===== src/rtl/ccd_sharp_htiming.sv =====
// ---------------------------------------------------------------------------
// ccd_sharp_htiming
// Horizontal readout timing generator for the Sharp CCD simulation path.
// Drives the horizontal shift-register model (frame/line change, hl, h1, h2,
// rs) and tells downstream capture models when the shifted pixel is stable.
//
// Sequence: IDLE -> FCHG -> LCHG -> HGAP -> SHIFT -> HBLANK -> (LCHG|FCHG|IDLE)
//
// Optional feature macro: CCD_SHARP_HTIMING_FRAME_CHANGE_EN
//   defined   : a FCHG phase (o_frame_change pulse) opens every frame
//   undefined : no FCHG phase, frames open directly with LCHG and
//               o_frame_change is tied low
//
// Ports
//   clk            in   timing clock
//   reset_n        in   asynchronous active-low reset
//   i_start        in   level; high = run frames continuously
//   o_frame_change out  frame transfer pulse to the shift model
//   o_line_change  out  vertical-to-horizontal transfer pulse
//   hl             out  last-stage horizontal clock (shift on rising edge)
//   h1             out  horizontal clock phase 1
//   h2             out  horizontal clock phase 2 (complement of h1 in SHIFT)
//   rs             out  reset gate, high for the first clk of each pixel
//   o_pix_valid    out  one-clk strobe on the last clk of each pixel
//   ov_pix_cnt     out  pixel index within the line
//   ov_line_cnt    out  line index within the frame
//
// All outputs are flops decoded from the current state, so every output
// follows the state register by exactly one clk and cannot glitch.
// ---------------------------------------------------------------------------
module ccd_sharp_htiming #(
    parameter int unsigned ALLPIX_PER_LINE   = 1376,
    parameter int unsigned PIX_CLKS          = 4,
    parameter int unsigned LINE_CHANGE_CLKS  = 2,
    parameter int unsigned FRAME_CHANGE_CLKS = 3,
    parameter int unsigned HGAP_CLKS         = 2,
    parameter int unsigned HBLANK_CLKS       = 8,
    parameter int unsigned LINES_PER_FRAME   = 1050
) (
    input  logic        clk,
    input  logic        reset_n,
    input  logic        i_start,
    output logic        o_frame_change,
    output logic        o_line_change,
    output logic        hl,
    output logic        h1,
    output logic        h2,
    output logic        rs,
    output logic        o_pix_valid,
    output logic [15:0] ov_pix_cnt,
    output logic [15:0] ov_line_cnt
);

    // Dwell counter is shared by all fixed-length non-SHIFT phases.
    localparam int unsigned DWELL_A   = (FRAME_CHANGE_CLKS > LINE_CHANGE_CLKS) ?
                                        FRAME_CHANGE_CLKS : LINE_CHANGE_CLKS;
    localparam int unsigned DWELL_B   = (HGAP_CLKS > HBLANK_CLKS) ? HGAP_CLKS : HBLANK_CLKS;
    localparam int unsigned DWELL_MAX = (DWELL_A > DWELL_B) ? DWELL_A : DWELL_B;
    localparam int unsigned CNT_W     = (DWELL_MAX > 1) ? $clog2(DWELL_MAX) : 1;
    localparam int unsigned PH_W      = $clog2(PIX_CLKS);
    localparam int unsigned HALF      = PIX_CLKS / 2;
    localparam int unsigned IDX_W     = 16;

    typedef enum logic [2:0] {
        IDLE   = 3'd0,
        FCHG   = 3'd1,
        LCHG   = 3'd2,
        HGAP   = 3'd3,
        SHIFT  = 3'd4,
        HBLANK = 3'd5
    } state_t;

    // First state of every frame.
`ifdef CCD_SHARP_HTIMING_FRAME_CHANGE_EN
    localparam state_t FRAME_START = FCHG;
`else
    localparam state_t FRAME_START = LCHG;
`endif

    state_t             state_q, state_d;
    logic [CNT_W-1:0]   cnt_q,   cnt_d;
    logic [PH_W-1:0]    phase_q, phase_d;
    logic [IDX_W-1:0]   pix_q,   pix_d;
    logic [IDX_W-1:0]   line_q,  line_d;

    logic               line_change_q, line_change_d;
    logic               hl_q,          hl_d;
    logic               h2_q,          h2_d;
    logic               rs_q,          rs_d;
    logic               pix_valid_q,   pix_valid_d;
    logic [IDX_W-1:0]   pix_cnt_q;
    logic [IDX_W-1:0]   line_cnt_q;

    // State and sequencing counters.
    always_ff @(posedge clk or negedge reset_n) begin
        if (!reset_n) begin
            state_q <= IDLE;
            cnt_q   <= '0;
            phase_q <= '0;
            pix_q   <= '0;
            line_q  <= '0;
        end else begin
            state_q <= state_d;
            cnt_q   <= cnt_d;
            phase_q <= phase_d;
            pix_q   <= pix_d;
            line_q  <= line_d;
        end
    end

    // Next-state and counter sequencing.
    always_comb begin
        state_d = state_q;
        cnt_d   = cnt_q;
        phase_d = phase_q;
        pix_d   = pix_q;
        line_d  = line_q;

        case (state_q)
            IDLE: begin
                cnt_d   = '0;
                phase_d = '0;
                pix_d   = '0;
                line_d  = '0;
                if (i_start) begin
                    state_d = FRAME_START;
                end
            end

`ifdef CCD_SHARP_HTIMING_FRAME_CHANGE_EN
            FCHG: begin
                if (cnt_q == CNT_W'(FRAME_CHANGE_CLKS - 1)) begin
                    cnt_d   = '0;
                    state_d = LCHG;
                end else begin
                    cnt_d = cnt_q + CNT_W'(1);
                end
            end
`endif

            LCHG: begin
                if (cnt_q == CNT_W'(LINE_CHANGE_CLKS - 1)) begin
                    cnt_d   = '0;
                    state_d = HGAP;
                end else begin
                    cnt_d = cnt_q + CNT_W'(1);
                end
            end

            HGAP: begin
                if (cnt_q == CNT_W'(HGAP_CLKS - 1)) begin
                    cnt_d   = '0;
                    phase_d = '0;
                    pix_d   = '0;
                    state_d = SHIFT;
                end else begin
                    cnt_d = cnt_q + CNT_W'(1);
                end
            end

            // Pixel index advances on phase wrap; it returns to zero when
            // the last pixel completes so it never exceeds its bound.
            SHIFT: begin
                if (phase_q == PH_W'(PIX_CLKS - 1)) begin
                    phase_d = '0;
                    if (pix_q == IDX_W'(ALLPIX_PER_LINE - 1)) begin
                        pix_d   = '0;
                        cnt_d   = '0;
                        state_d = HBLANK;
                    end else begin
                        pix_d = pix_q + IDX_W'(1);
                    end
                end else begin
                    phase_d = phase_q + PH_W'(1);
                end
            end

            // i_start is only consulted here at frame end and in IDLE.
            HBLANK: begin
                if (cnt_q == CNT_W'(HBLANK_CLKS - 1)) begin
                    cnt_d = '0;
                    if (line_q < IDX_W'(LINES_PER_FRAME - 1)) begin
                        line_d  = line_q + IDX_W'(1);
                        state_d = LCHG;
                    end else begin
                        line_d  = '0;
                        state_d = i_start ? FRAME_START : IDLE;
                    end
                end else begin
                    cnt_d = cnt_q + CNT_W'(1);
                end
            end

            default: begin
                state_d = IDLE;
                cnt_d   = '0;
                phase_d = '0;
                pix_d   = '0;
                line_d  = '0;
            end
        endcase
    end

    // Output decode from the current state; registered below.
    always_comb begin
        line_change_d = 1'b0;
        hl_d          = 1'b0;
        h2_d          = 1'b0;
        rs_d          = 1'b0;
        pix_valid_d   = 1'b0;

        if (state_q == LCHG) begin
            line_change_d = 1'b1;
        end
        if (state_q == SHIFT) begin
            hl_d        = (phase_q <  PH_W'(HALF));
            h2_d        = (phase_q >= PH_W'(HALF));
            rs_d        = (phase_q == '0);
            pix_valid_d = (phase_q == PH_W'(PIX_CLKS - 1));
        end
    end

    // Output registers.
    always_ff @(posedge clk or negedge reset_n) begin
        if (!reset_n) begin
            line_change_q <= 1'b0;
            hl_q          <= 1'b0;
            h2_q          <= 1'b0;
            rs_q          <= 1'b0;
            pix_valid_q   <= 1'b0;
            pix_cnt_q     <= '0;
            line_cnt_q    <= '0;
        end else begin
            line_change_q <= line_change_d;
            hl_q          <= hl_d;
            h2_q          <= h2_d;
            rs_q          <= rs_d;
            pix_valid_q   <= pix_valid_d;
            pix_cnt_q     <= pix_q;
            line_cnt_q    <= line_q;
        end
    end

`ifdef CCD_SHARP_HTIMING_FRAME_CHANGE_EN
    logic frame_change_q;

    // Frame change pulse register.
    always_ff @(posedge clk or negedge reset_n) begin
        if (!reset_n) begin
            frame_change_q <= 1'b0;
        end else begin
            frame_change_q <= (state_q == FCHG);
        end
    end

    assign o_frame_change = frame_change_q;
`else
    assign o_frame_change = 1'b0;
`endif

    // hl and h1 share one flop: they are identical by definition.
    assign o_line_change = line_change_q;
    assign hl            = hl_q;
    assign h1            = hl_q;
    assign h2            = h2_q;
    assign rs            = rs_q;
    assign o_pix_valid   = pix_valid_q;
    assign ov_pix_cnt    = pix_cnt_q;
    assign ov_line_cnt   = line_cnt_q;

endmodule


===== config.mk =====
export PLATFORM = sky130hd
export DESIGN_NAME = ccd_sharp_htiming
export DESIGN_NICKNAME = d
export VERILOG_FILES = /design/src/rtl/ccd_sharp_htiming.sv
export SDC_FILE = /design/constraint.sdc
export NUM_CORES = 1
export LEC_CHECK = 0
export ABC_AREA = 1
export CAP_MARGIN = 20
export CORE_MARGIN = 2
export CORE_UTILIZATION = 45
export CTS_BUF_LIST = sky130_fd_sc_hd__clkbuf_16
export DETAILED_ROUTE_END_ITERATION = 10
export GPL_TIMING_DRIVEN = 0
export PLACE_DENSITY_LB_ADDON = 0.25
export SYNTH_ARGS = -nofsm -noshare
export SYNTH_HDL_FRONTEND = slang
export SYNTH_SLANG_ARGS = --single-unit

===== constraint.sdc =====
create_clock -name clk -period 1.8 [get_ports clk]
set_input_delay 0.54 -clock clk [delete_from_list [all_inputs] [get_ports clk]]
set_output_delay 0.54 -clock clk [all_outputs]
set_load 0.05 [all_outputs]

==> tab_implementation.tex, run 1 <==
\begin{tabular}{lr}
\hline
Metric & Value \\
\hline
\multicolumn{2}{l}{\textbf{Die}} \\
Area of the die & 0.00839 mm\^{}2 \\
Standard-cell row count & 31 \\
Vert. Die Dim & roughly 92 um \\
Core Footprint & around 0.0073 mm\^{}2 \\
Initial Util & 47.1\% \\
Die Span X & between 90 and 100 um \\
Number of top-level design ports & between 40 and 50 \\
\multicolumn{2}{l}{\textbf{Final layout}} \\
Number of diodes added for antenna fixing & 0 \\
Fraction of final layout cells sized beyond drive strength 1 & slightly above 10\% \\
Final cell count without fillers & roughly 560 \\
Synthesis-to-finish area growth & 24.3\% \\
Design area & between 0.004 and 0.005 mm\^{}2 \\
Fin nets & 464 \\
Filler cells & approximately 650 \\
\multicolumn{2}{l}{\textbf{Placed design}} \\
Routability cong. & 0.887 \\
Number of port buffers & 40 \\
DP Area & 0.00400 mm\^{}2 \\
HPWL after detailed placement & a little under 5000 um \\
\# placed instances & 540 \\
\multicolumn{2}{l}{\textbf{Global route}} \\
Number of global-route vias before repair & roughly 2600 \\
Maximum number of pins on one net before global-route repair & 65 \\
Number of antenna violations at the first check in global routing & 0 \\
First-pass GRT wire length & 12000 um \\
Global Route Usage Sum & 17.8\% \\
Total gr overflow & 0 \\
\multicolumn{2}{l}{\textbf{Worst setup path}} \\
Startpoint class of the critical path & register \\
Crit path arrival time & 1.21 ns \\
CP Capture Type & primary output \\
Worst-path maximum fanout & 1 \\
Cell family with most CP delay & buffers and inverters \\
Critical path, cell by cell & dlygate4sd2\_1 \\
Buf/Inv on CP & 1 \\
Type of the worst setup path & register to primary output \\
Slowest stage cell on the critical path & sky130\_fd\_sc\_hd\_\_dlygate4sd2\_1 \\
Worst Path Required & 1.26 ns \\
Delay of the slowest critical-path stage & around 0.53 ns \\
\multicolumn{2}{l}{\textbf{Synth}} \\
Sequential element share of the synthesized area & between 50\% and 60\% \\
Biggest area contributors in the synthesized netlist & sky130\_fd\_sc\_hd\_\_dfrtp\_1 (56\%), sky130\_fd\_sc\_hd\_\_nand2\_1 (12\%), sky130\_fd\_sc\_hd\_\_nor2\_1 (7.0\%), sky130\_fd\_sc\_hd\_\_inv\_1 (5.4\%), sky130\_fd\_sc\_hd\_\_ha\_1 (3.3\%) \\
Commonest cells post-synth & sky130\_fd\_sc\_hd\_\_nand2\_1 (110), sky130\_fd\_sc\_hd\_\_dfrtp\_1 (77), sky130\_fd\_sc\_hd\_\_nor2\_1 (64) \\
Number of flops mapped to enable cells by yosys & 0 \\
Synthesized netlist cell count & 400 \\
Post-synthesis net count & roughly 410 \\
Syn. warnings & 0 \\
Most frequently used flop master after synthesis & sky130\_fd\_sc\_hd\_\_dfrtp\_1 \\
Most numerous cell in the Yosys netlist & sky130\_fd\_sc\_hd\_\_nand2\_1 \\
Fraction of synthesis flops using an asynchronous set or reset pin & 100\% \\
Share of the synthesized area in the top cell type & about 56\% \\
Combined area of all synthesized cells & about 0.0035 mm\^{}2 \\
Number of storage elements in the synthesis netlist & between 70 and 80 \\
Cell variety after synth & 24 \\
Synthesized area per cell & 8.63 um\^{}2 \\
Post-synth top area cell & sky130\_fd\_sc\_hd\_\_dfrtp\_1 \\
\multicolumn{2}{l}{\textbf{CTS}} \\
Total clock buffers created by CTS & 9 \\
H-Tree Depth & 3 \\
Number of buffers added for setup after CTS & 0 \\
Root buffer selected by CTS & sky130\_fd\_sc\_hd\_\_clkbuf\_16 \\
Clock tree from TritonCTS & built \\
Clock-pin slew on the worst setup and hold paths & 0.06 ns \\
Number of clock sinks & 77 \\
Worst skew pair latency & between 0.3 and 0.4 ns \\
Max Buffers Root-to-Sink & 2 \\
\multicolumn{2}{l}{\textbf{Route}} \\
First-pass iteration count of the detailed router & 4 \\
Detailed-route via count & approximately 2700 \\
Average wire length per cell after detail routing & roughly 12 um \\
Vias per Instance & between 4 and 5 \\
Iteration-0 DRC count of the detailed router & 138 \\
Post-detailed-routing wire length & approximately 6800 um \\
Remaining antenna violation count after routing & 0 \\
DRC viols & 0 \\
\multicolumn{2}{l}{\textbf{STA}} \\
Max frequency & around 570 MHz \\
Total setup violations reported at the end of the flow & 0 \\
Pins Over Slew Limit & 0 \\
Fin Clk Skew & 0.00713 ns \\
RSZ-0062 raised after global routing & true \\
Tmin final & $\sim$1.7 ns \\
Final critical-path share of the clock period & between 90\% and 100\% \\
Final Hold Fails & 0 \\
Final-layout setup total negative slack & 0 ns \\
\multicolumn{2}{l}{\textbf{Hold path}} \\
Worst hold-check path type & primary input to asynchronous set/reset pin \\
\multicolumn{2}{l}{\textbf{Power and ir drop}} \\
Worst voltage drop across the vdd grid & between 0.4 and 0.5 mV \\
Power density of the placed cells & $\sim$860 mW/mm\^{}2 \\
Leakage component of the power & around 2.3 nW \\
\multicolumn{2}{l}{\textbf{Job}} \\
Count of maximum capacitance violations & 0 \\
\multicolumn{2}{l}{\textbf{Run status}} \\
Outcome & complete, no violations \\
\hline
\end{tabular}
placed cells by master, fill, tap and decap left out, drive strengths merged, types with 8 or more instances in the layout:
cell,netlist,final
clkbuf,0,9
inv,53,54
dlygate4sd2,0,37
o21ai,13,13
nand3,25,25
buf,5,8
a21oi,8,8
nand4,8,8
nand2,117,117
dfrtp,77,77
ha,9,9
nor2,70,70
stage by stage:
step	power [mW]	setup WS [ns]	utilization, %	hold slack (ns)
floorplan	1.77	0.302	-	0.244
global placement	1.81	-2.39	54.3	0.360
detailed placement	1.82	0.0438	54.6	0.361
CTS	3.74	0.0488	58.4	0.0646
global route	3.83	-0.0302	58.6	0.0639
finish	3.71	0.0534	58.6	0.0615
per-layer routing:
layer	vias up	global-route usage [%]	share of wire, %
met1	1264	24.6	47
met4	0	5.68	1.2
met2	84	27.4	47
met5	-	0	0
li1	1339	-	-
met3	8	4.48	5.1
path summary, 6_finish.rpt:
kind / startpoint / to / slack [ns] / depth (start not counted)
max reg2reg: pix_q[0]$_DFFE_PN0P_ / pix_q[7]$_DFFE_PN0P_ / 0.12 / 10
min: reset_n / line_q[2]$_DFFE_PN0P_ / 0.06 / 1
min reg2reg: line_q[15]$_DFFE_PN0P_ / ov_line_cnt[15]$_DFF_PN0_ / 0.38 / 0
max: ov_pix_cnt[1]$_DFF_PN0_ / ov_pix_cnt[1] / 0.05 / 1
min in group clk: line_q[15]$_DFFE_PN0P_ / ov_line_cnt[15]$_DFF_PN0_ / 0.38 / 0
max in group asynchronous: reset_n / phase_q[1]$_DFFE_PN0P_ / 1.19 / 2
what timing repair did:
item	CTS	global route
hold endpoints to repair	0	0
pin swaps	0	0
gates resized for setup	39	5
setup endpoints to repair	38	15
hold buffers	0	0
kinds of logic (layout without fill, tap and decap cells):
family / after synthesis / in the layout / synth area share [%]
AOI/OAI and AO/OA: 26 / 26 / 4.13
xor gates and xnor gates: 2 / 2 / 0.507
adders and majority gates: 9 / 9 / 3.26
buffers and inverters: 58 / 115 / 7.21
DFF: 77 / 77 / 55.8
other: 1 / 1 / 0.109
and+or+nand+nor: 227 / 227 / 29.0
registers in the layout, summed over array words and instances (netlist names):
| signal | count |
|---|---|
| pix_q | 16 |
| o_pix_valid | 1 |
| o_line_change | 1 |
| state_q | 3 |
| h1 | 1 |
| rs | 1 |
| ov_pix_cnt | 16 |
| cnt_q | 3 |
| h2 | 1 |
| ov_line_cnt | 16 |
| line_q | 16 |
| phase_q | 2 |
power by group:
part / leakage (nW) / switching, mW / internal [mW]
sequential: 1.03 / 0 / 1.73
clock: 0.156 / 0.706 / 1.22
combinational: 1.16 / 0.0379 / 0.0111
layout make-up:
| type | count | area, um^2 | share of cell area, % |
|---|---|---|---|
| Timing Repair Buffer | 41 | 377 | 8.77 |
| Clock inverter | 7 | 98.8 | 2.30 |
| Clock buffer | 9 | 225 | 5.25 |
| Tap cell | 99 | 124 | 2.89 |
| Inverter | 53 | 204 | 4.75 |
| Multi-Input combinational cell | 265 | 1290 | 30.1 |
| Buffer | 5 | 45.0 | 1.05 |
| Sequential cell | 77 | 1930 | 44.9 |
Note: power is estimated with default switching activity, not from simulation.
==> run 2: changes to the inputs <==
--- a/config.mk
+++ b/config.mk
@@ -10,6 +10,7 @@
 export CORE_MARGIN = 2
 export CORE_UTILIZATION = 45
 export CTS_BUF_LIST = sky130_fd_sc_hd__clkbuf_16
+export CTS_CLUSTER_SIZE = 20
 export DETAILED_ROUTE_END_ITERATION = 10
 export GPL_TIMING_DRIVEN = 0
 export PLACE_DENSITY_LB_ADDON = 0.25
==> results of run 2 <==
The final DEF is identical to that of run 1; final timing and power are the same.
==> run 3: changes to the inputs <==
--- a/config.mk
+++ b/config.mk
@@ -12,8 +12,10 @@
 export CTS_BUF_LIST = sky130_fd_sc_hd__clkbuf_16
 export CTS_CLUSTER_SIZE = 20
 export DETAILED_ROUTE_END_ITERATION = 10
+export GPL_ROUTABILITY_DRIVEN = 0
 export GPL_TIMING_DRIVEN = 0
-export PLACE_DENSITY_LB_ADDON = 0.25
+export MAX_ROUTING_LAYER = met4
+export PLACE_DENSITY = 0.72
 export SYNTH_ARGS = -nofsm -noshare
 export SYNTH_HDL_FRONTEND = slang
 export SYNTH_SLANG_ARGS = --single-unit
==> tab_implementation.tex, run 3 (synthesized netlist as in run 1, its figures left out) <==
\begin{tabular}{lr}
\hline
Metric & Value \\
\hline
\multicolumn{2}{l}{\textbf{Die}} \\
Standard-cell row count & 31 \\
Initial Util & between 40\% and 50\% \\
Area of the die & approximately 0.0084 mm\^{}2 \\
Die Span X & around 92 um \\
Vert. Die Dim & $\sim$90 um \\
Core Footprint & approximately 0.0073 mm\^{}2 \\
Number of top-level design ports & 42 \\
\multicolumn{2}{l}{\textbf{Worst setup path}} \\
CP Capture Type & primary output \\
Register-to-register setup slack & roughly 0.15 ns \\
Crit path arrival time & $\sim$1.2 ns \\
Type of the worst setup path & register to primary output \\
Delay of the slowest critical-path stage & roughly 0.53 ns \\
Slowest stage cell on the critical path & sky130\_fd\_sc\_hd\_\_dlygate4sd2\_1 \\
Startpoint class of the critical path & register \\
Critical path, cell by cell & dlygate4sd2\_1 \\
Worst Path Required & approximately 1.3 ns \\
Buf/Inv on CP & 1 \\
Number of cells on the worst reg-to-reg path & 9 \\
Cell family with most CP delay & buffers and inverters \\
Start of the worst register-to-register path & cnt\_q[0]\$\_DFFE\_PN0P\_ \\
R2R Path End & line\_q[9]\$\_DFFE\_PN0P\_ \\
Worst-path maximum fanout & 2 \\
\multicolumn{2}{l}{\textbf{Route}} \\
Iteration-0 DRC count of the detailed router & 196 \\
Remaining antenna violation count after routing & 0 \\
Top layer in use & met4 \\
Post-detailed-routing wire length & 6730 um \\
Vias per Instance & 5.00 \\
Met3 routed WL & approximately 380 um \\
Total length of routed met2 wires & 3260 um \\
Average wire length per cell after detail routing & 12.1 um \\
Detailed-route via count & roughly 2800 \\
First-pass iteration count of the detailed router & 5 \\
DRC viols & 0 \\
WL met1 & about 2900 um \\
\multicolumn{2}{l}{\textbf{Final layout}} \\
Leading cell types in the layout, fill and taps excluded & sky130\_fd\_sc\_hd\_\_nand2\_1 (109), sky130\_fd\_sc\_hd\_\_dfrtp\_1 (77), sky130\_fd\_sc\_hd\_\_nor2\_1 (63) \\
Most common cell after layout, fill and taps aside & sky130\_fd\_sc\_hd\_\_nand2\_1 \\
Number of diodes added for antenna fixing & 0 \\
Design area & roughly 0.0042 mm\^{}2 \\
Synthesis-to-finish area growth & 22.8\% \\
Fraction of final layout cells sized beyond drive strength 1 & about a tenth \\
Fin nets & about 460 \\
\multicolumn{2}{l}{\textbf{STA}} \\
Worst hold slack & $\sim$0.15 ns \\
Final-layout setup total negative slack & 0 ns \\
Final Hold Fails & 0 \\
Pins Over Slew Limit & 0 \\
Max frequency & $\sim$570 MHz \\
Tmin final & $\sim$1.7 ns \\
RSZ-0062 raised after global routing & true \\
Total setup violations reported at the end of the flow & 0 \\
Worst setup margin & between 0.05 and 0.06 ns \\
Fin Clk Skew & a little under 0.005 ns \\
Final critical-path share of the clock period & a little over nine tenths \\
\multicolumn{2}{l}{\textbf{Global route}} \\
Global Route Usage Sum & between 10\% and 20\% \\
First-pass GRT wire length & 12000 um \\
Maximum number of pins on one net before global-route repair & 46 \\
Number of antenna violations at the first check in global routing & 0 \\
Number of global-route vias before repair & 2754 \\
Total gr overflow & 0 \\
\multicolumn{2}{l}{\textbf{CTS}} \\
Worst skew pair latency & 0.33 ns \\
Number of buffers added for setup after CTS & 0 \\
CTS Hold Buffers Added & 0 \\
Root buffer selected by CTS & sky130\_fd\_sc\_hd\_\_clkbuf\_16 \\
Clock tree from TritonCTS & built \\
H-Tree Depth & 3 \\
Max Buffers Root-to-Sink & 2 \\
Number of clock sinks & 77 \\
Total clock buffers created by CTS & 9 \\
Clock-pin slew on the worst setup and hold paths & 0.06 ns \\
\multicolumn{2}{l}{\textbf{Power and ir drop}} \\
Power density of the placed cells & $\sim$830 mW/mm\^{}2 \\
Leakage component of the power & around 2.3 nW \\
Worst voltage drop across the vdd grid & just over 0.5 mV \\
\multicolumn{2}{l}{\textbf{Placed design}} \\
HPWL after detailed placement & approximately 4900 um \\
Number of port buffers & 40 \\
DP Area & around 0.004 mm\^{}2 \\
Pre-CTS setup slack & 0.0192 ns \\
\multicolumn{2}{l}{\textbf{Hold path}} \\
Worst hold-check path type & primary input to asynchronous set/reset pin \\
\multicolumn{2}{l}{\textbf{Run status}} \\
Outcome & complete, no violations \\
\multicolumn{2}{l}{\textbf{Job}} \\
Count of maximum capacitance violations & 0 \\
\hline
\end{tabular}
## run 3: changes by cell type in the layout (fill, tap and decap cells not counted), sizes merged
| cell | before | now |
|---|---|---|
| clkinv | 3 | 5 |
| bufinv | 2 | 1 |
| clkinvlp | 1 | 0 |
| inv | 54 | 53 |
## run 3: worst max-delay path by stage
stage	startpoint	endpoint	slack, ns	cells past startpoint
2_1_floorplan	cnt_q[0]$_DFFE_PN0P_	line_q[9]$_DFFE_PN0P_	0.30	9
3_5_place_dp	h1$_DFF_PN0_	hl	0.02	2
6_report	h1$_DFF_PN0_	h1	0.06	1
4_1_cts	h1$_DFF_PN0_	h1	0.03	1
5_1_grt	cnt_q[1]$_DFFE_PN0P_	pix_q[12]$_DFFE_PN0P_	-0.05	10
3_3_place_gp	reset_n	h2$_DFF_PN0_	-2.37	1
## run 3: repair_timing
item / CTS / global route
setup endpoints to repair: 38 / 13
cloned: 0 / 0
resized for setup: 39 / 2
## run 3: power by group
group	internal, mW	leakage, nW	switching (mW)	total, mW
clock	1.06	0.143	0.665	1.73
sequential	1.73	1.03	0	1.73
combinational	0.00933	1.16	0.0369	0.0463
total	2.80	2.32	0.702	3.51
## run 3: cell type report
class,count,area [um^2]
timing repair buffer,41,369
clock inverter,6,65.1
multi-input combinational,265,1280
tap,99,124
sequential,77,1930
clock buffer,9,225
fill,655,3090
buffer,5,45.0
inverter,53,204
## run 3: layer usage
| layer | GRT usage [%] | vias up |
|---|---|---|
| met3 | 5.39 | 19 |
| met4 | 7.20 | 0 |
| met5 | - | - |
| li1 | - | 1346 |
| met1 | 22.7 | 1320 |
| met2 | 28.8 | 88 |
## run 3: metrics by stage
step	cells	power, mW	utilization, %
2_1_floorplan	400	1.77	-
3_3_place_gp	539	1.81	54.3
3_5_place_dp	540	1.81	54.5
4_1_cts	555	3.54	57.8
5_1_grt	555	3.64	57.9
6_report	555	3.51	57.9
==> RTL edit: new RTL, flow settings as in run 1 <==
The parameter `LINE_CHANGE_CLKS` goes from 2 to 1.
--- a/src/rtl/ccd_sharp_htiming.sv
+++ b/src/rtl/ccd_sharp_htiming.sv
@@ -31,7 +31,7 @@
 module ccd_sharp_htiming #(
     parameter int unsigned ALLPIX_PER_LINE   = 1376,
     parameter int unsigned PIX_CLKS          = 4,
-    parameter int unsigned LINE_CHANGE_CLKS  = 2,
+    parameter int unsigned LINE_CHANGE_CLKS  = 1,
     parameter int unsigned FRAME_CHANGE_CLKS = 3,
     parameter int unsigned HGAP_CLKS         = 2,
     parameter int unsigned HBLANK_CLKS       = 8,
Behaviour: not the same (Yosys sat finds a counterexample within 4 cycles, from zero or initial values and one cycle with reset_n low).
==> RTL edit against run 1 <==
Total power down 5.2%; global-route usage up 0.18 points; non-clock buffer count up 7; design area up 5.0%; clock power down 9.8%; setup slack better by 0.013 ns; count of clock-buffer cells in the layout unchanged; wire length up 5.3%; sequential cell count unchanged; combinational power down 4.3%; area after synthesis up 7.5%; largest power group unchanged.
==> RTL edit: results (changes against run 1) <==
[logic_synthesis]
synth_compound_area_frac=0.0438  ; was 0.0413
synth_area_leaders=dfrtp_1 (52%), nand2_1 (11%), inv_1 (5.5%)  ; was dfrtp_1 (56%), nand2_1 (12%), nor2_1 (7.0%)
synth_commonest_cells=nand2_1 (106), dfrtp_1 (77), inv_1 (54)  ; was nand2_1 (110), dfrtp_1 (77), nor2_1 (64)
synth_mux_area_frac=0  ; unchanged
syn_nets=434  ; was 412
syn_avg_cell_area_um2=8.81  ; was 8.63 um^2
synth.yosys.seq_area_share=0.519  ; was 0.558
synthXorXnorAreaFrac=0.00708  ; was 0.00507
syn_area_um2=3710  ; was 3450 um^2
synth_cell_type_count=35  ; was 24
synth_fa_ha_area_frac=0.0337  ; was 0.0326

[global_routing]
grt_pass1_wl_um=12400  ; was 12000 um
grt_max_degree=42  ; was 65
track_usage=0.179  ; was 0.178
grt_pass1_vias=2674  ; was 2564

[timing]
clock_skew_ns=0.00323  ; was 0.00713 ns

[finish]
nonClockInverterCount=62  ; was 53
nonClkBufAreaFrac=0.104  ; was 0.0982
layout.nets=486  ; was 464
clkCellAreaFrac=0.0647  ; was 0.0755
buffers=53  ; was 46
multi_input_area_share=0.320  ; was 0.301
layout-drive-gt1-share=0.140  ; was 0.103
fin_cells=583  ; was 556
multi_input_cells=270  ; was 265
n_fill_cell=727  ; was 647
syn_to_final_growth_pct=21.4  ; was 24.3%

[place]
post-dp-hpwl_um=5000  ; was 4820 um
postPlaceCellArea_um2=4260  ; was 4000 um^2
gp_congestion=0.845  ; was 0.887

[routing]
wire_per_inst_um=12.3  ; was 12.2 um
routed-via-count=2859  ; was 2695
drt_first_iter_violations=121  ; was 138

[pwr]
intPower_w=0.00280  ; was 0.00296 W
ir_worst_vdd_v=0.000489  ; was 0.000452 V

[critical_path]
slowest_delay_ns=0.53  ; about the same

[outcome]
outcome=complete, no violations  ; unchanged

-- RTL edit: final timing paths --
path	from	endpoint	slack, ns	depth (start not counted)
min reg2reg	line_q[14]$_DFFE_PN0P_	ov_line_cnt[14]$_DFF_PN0_	0.37	0
min in group clk	line_q[14]$_DFFE_PN0P_	ov_line_cnt[14]$_DFF_PN0_	0.37	0
max	ov_pix_cnt[1]$_DFF_PN0_	ov_pix_cnt[1]	0.07	1
max reg2reg	cnt_q[0]$_DFFE_PN0P_	line_q[7]$_DFFE_PN0P_	0.12	9
max in group asynchronous	reset_n	ov_line_cnt[5]$_DFF_PN0_	1.07	2
min	reset_n	ov_pix_cnt[12]$_DFF_PN0_	0.17	1
-- RTL edit: routing by layer --
layer / global-route usage / up-vias / part of all wire
met2: 0.300 / 69 / 0.50
met3: 0.0527 / 13 / 0.049
met4: 0.0628 / 0 / 0.015
met5: 0 / - / 0
li1: - / 1419 / -
met1: 0.221 / 1358 / 0.43
-- RTL edit: through the flow --
step                      setup WS, ns  setup TNS (ns)  total power [W]  utilization
final                           0.0661               0          0.00351        0.557
after CTS                       0.0377               0          0.00356        0.556
after floorplan                  0.243               0          0.00177            -
after detailed placement        0.0517               0          0.00181        0.526
after global placement           -2.42         -186.18          0.00181        0.524
after global routing            0.0146               0          0.00366        0.557
-- RTL edit: power groups by stage --
stage,Sequential (W),Clock [W],Combinational (W)
after floorplan,0.00176,0,0.00000694
after CTS,0.00173,0.00178,0.0000504
after global routing,0.00173,0.00188,0.0000567
after detailed placement,0.00176,0,0.0000506
final,0.00173,0.00174,0.0000469
after global placement,0.00176,0,0.0000453
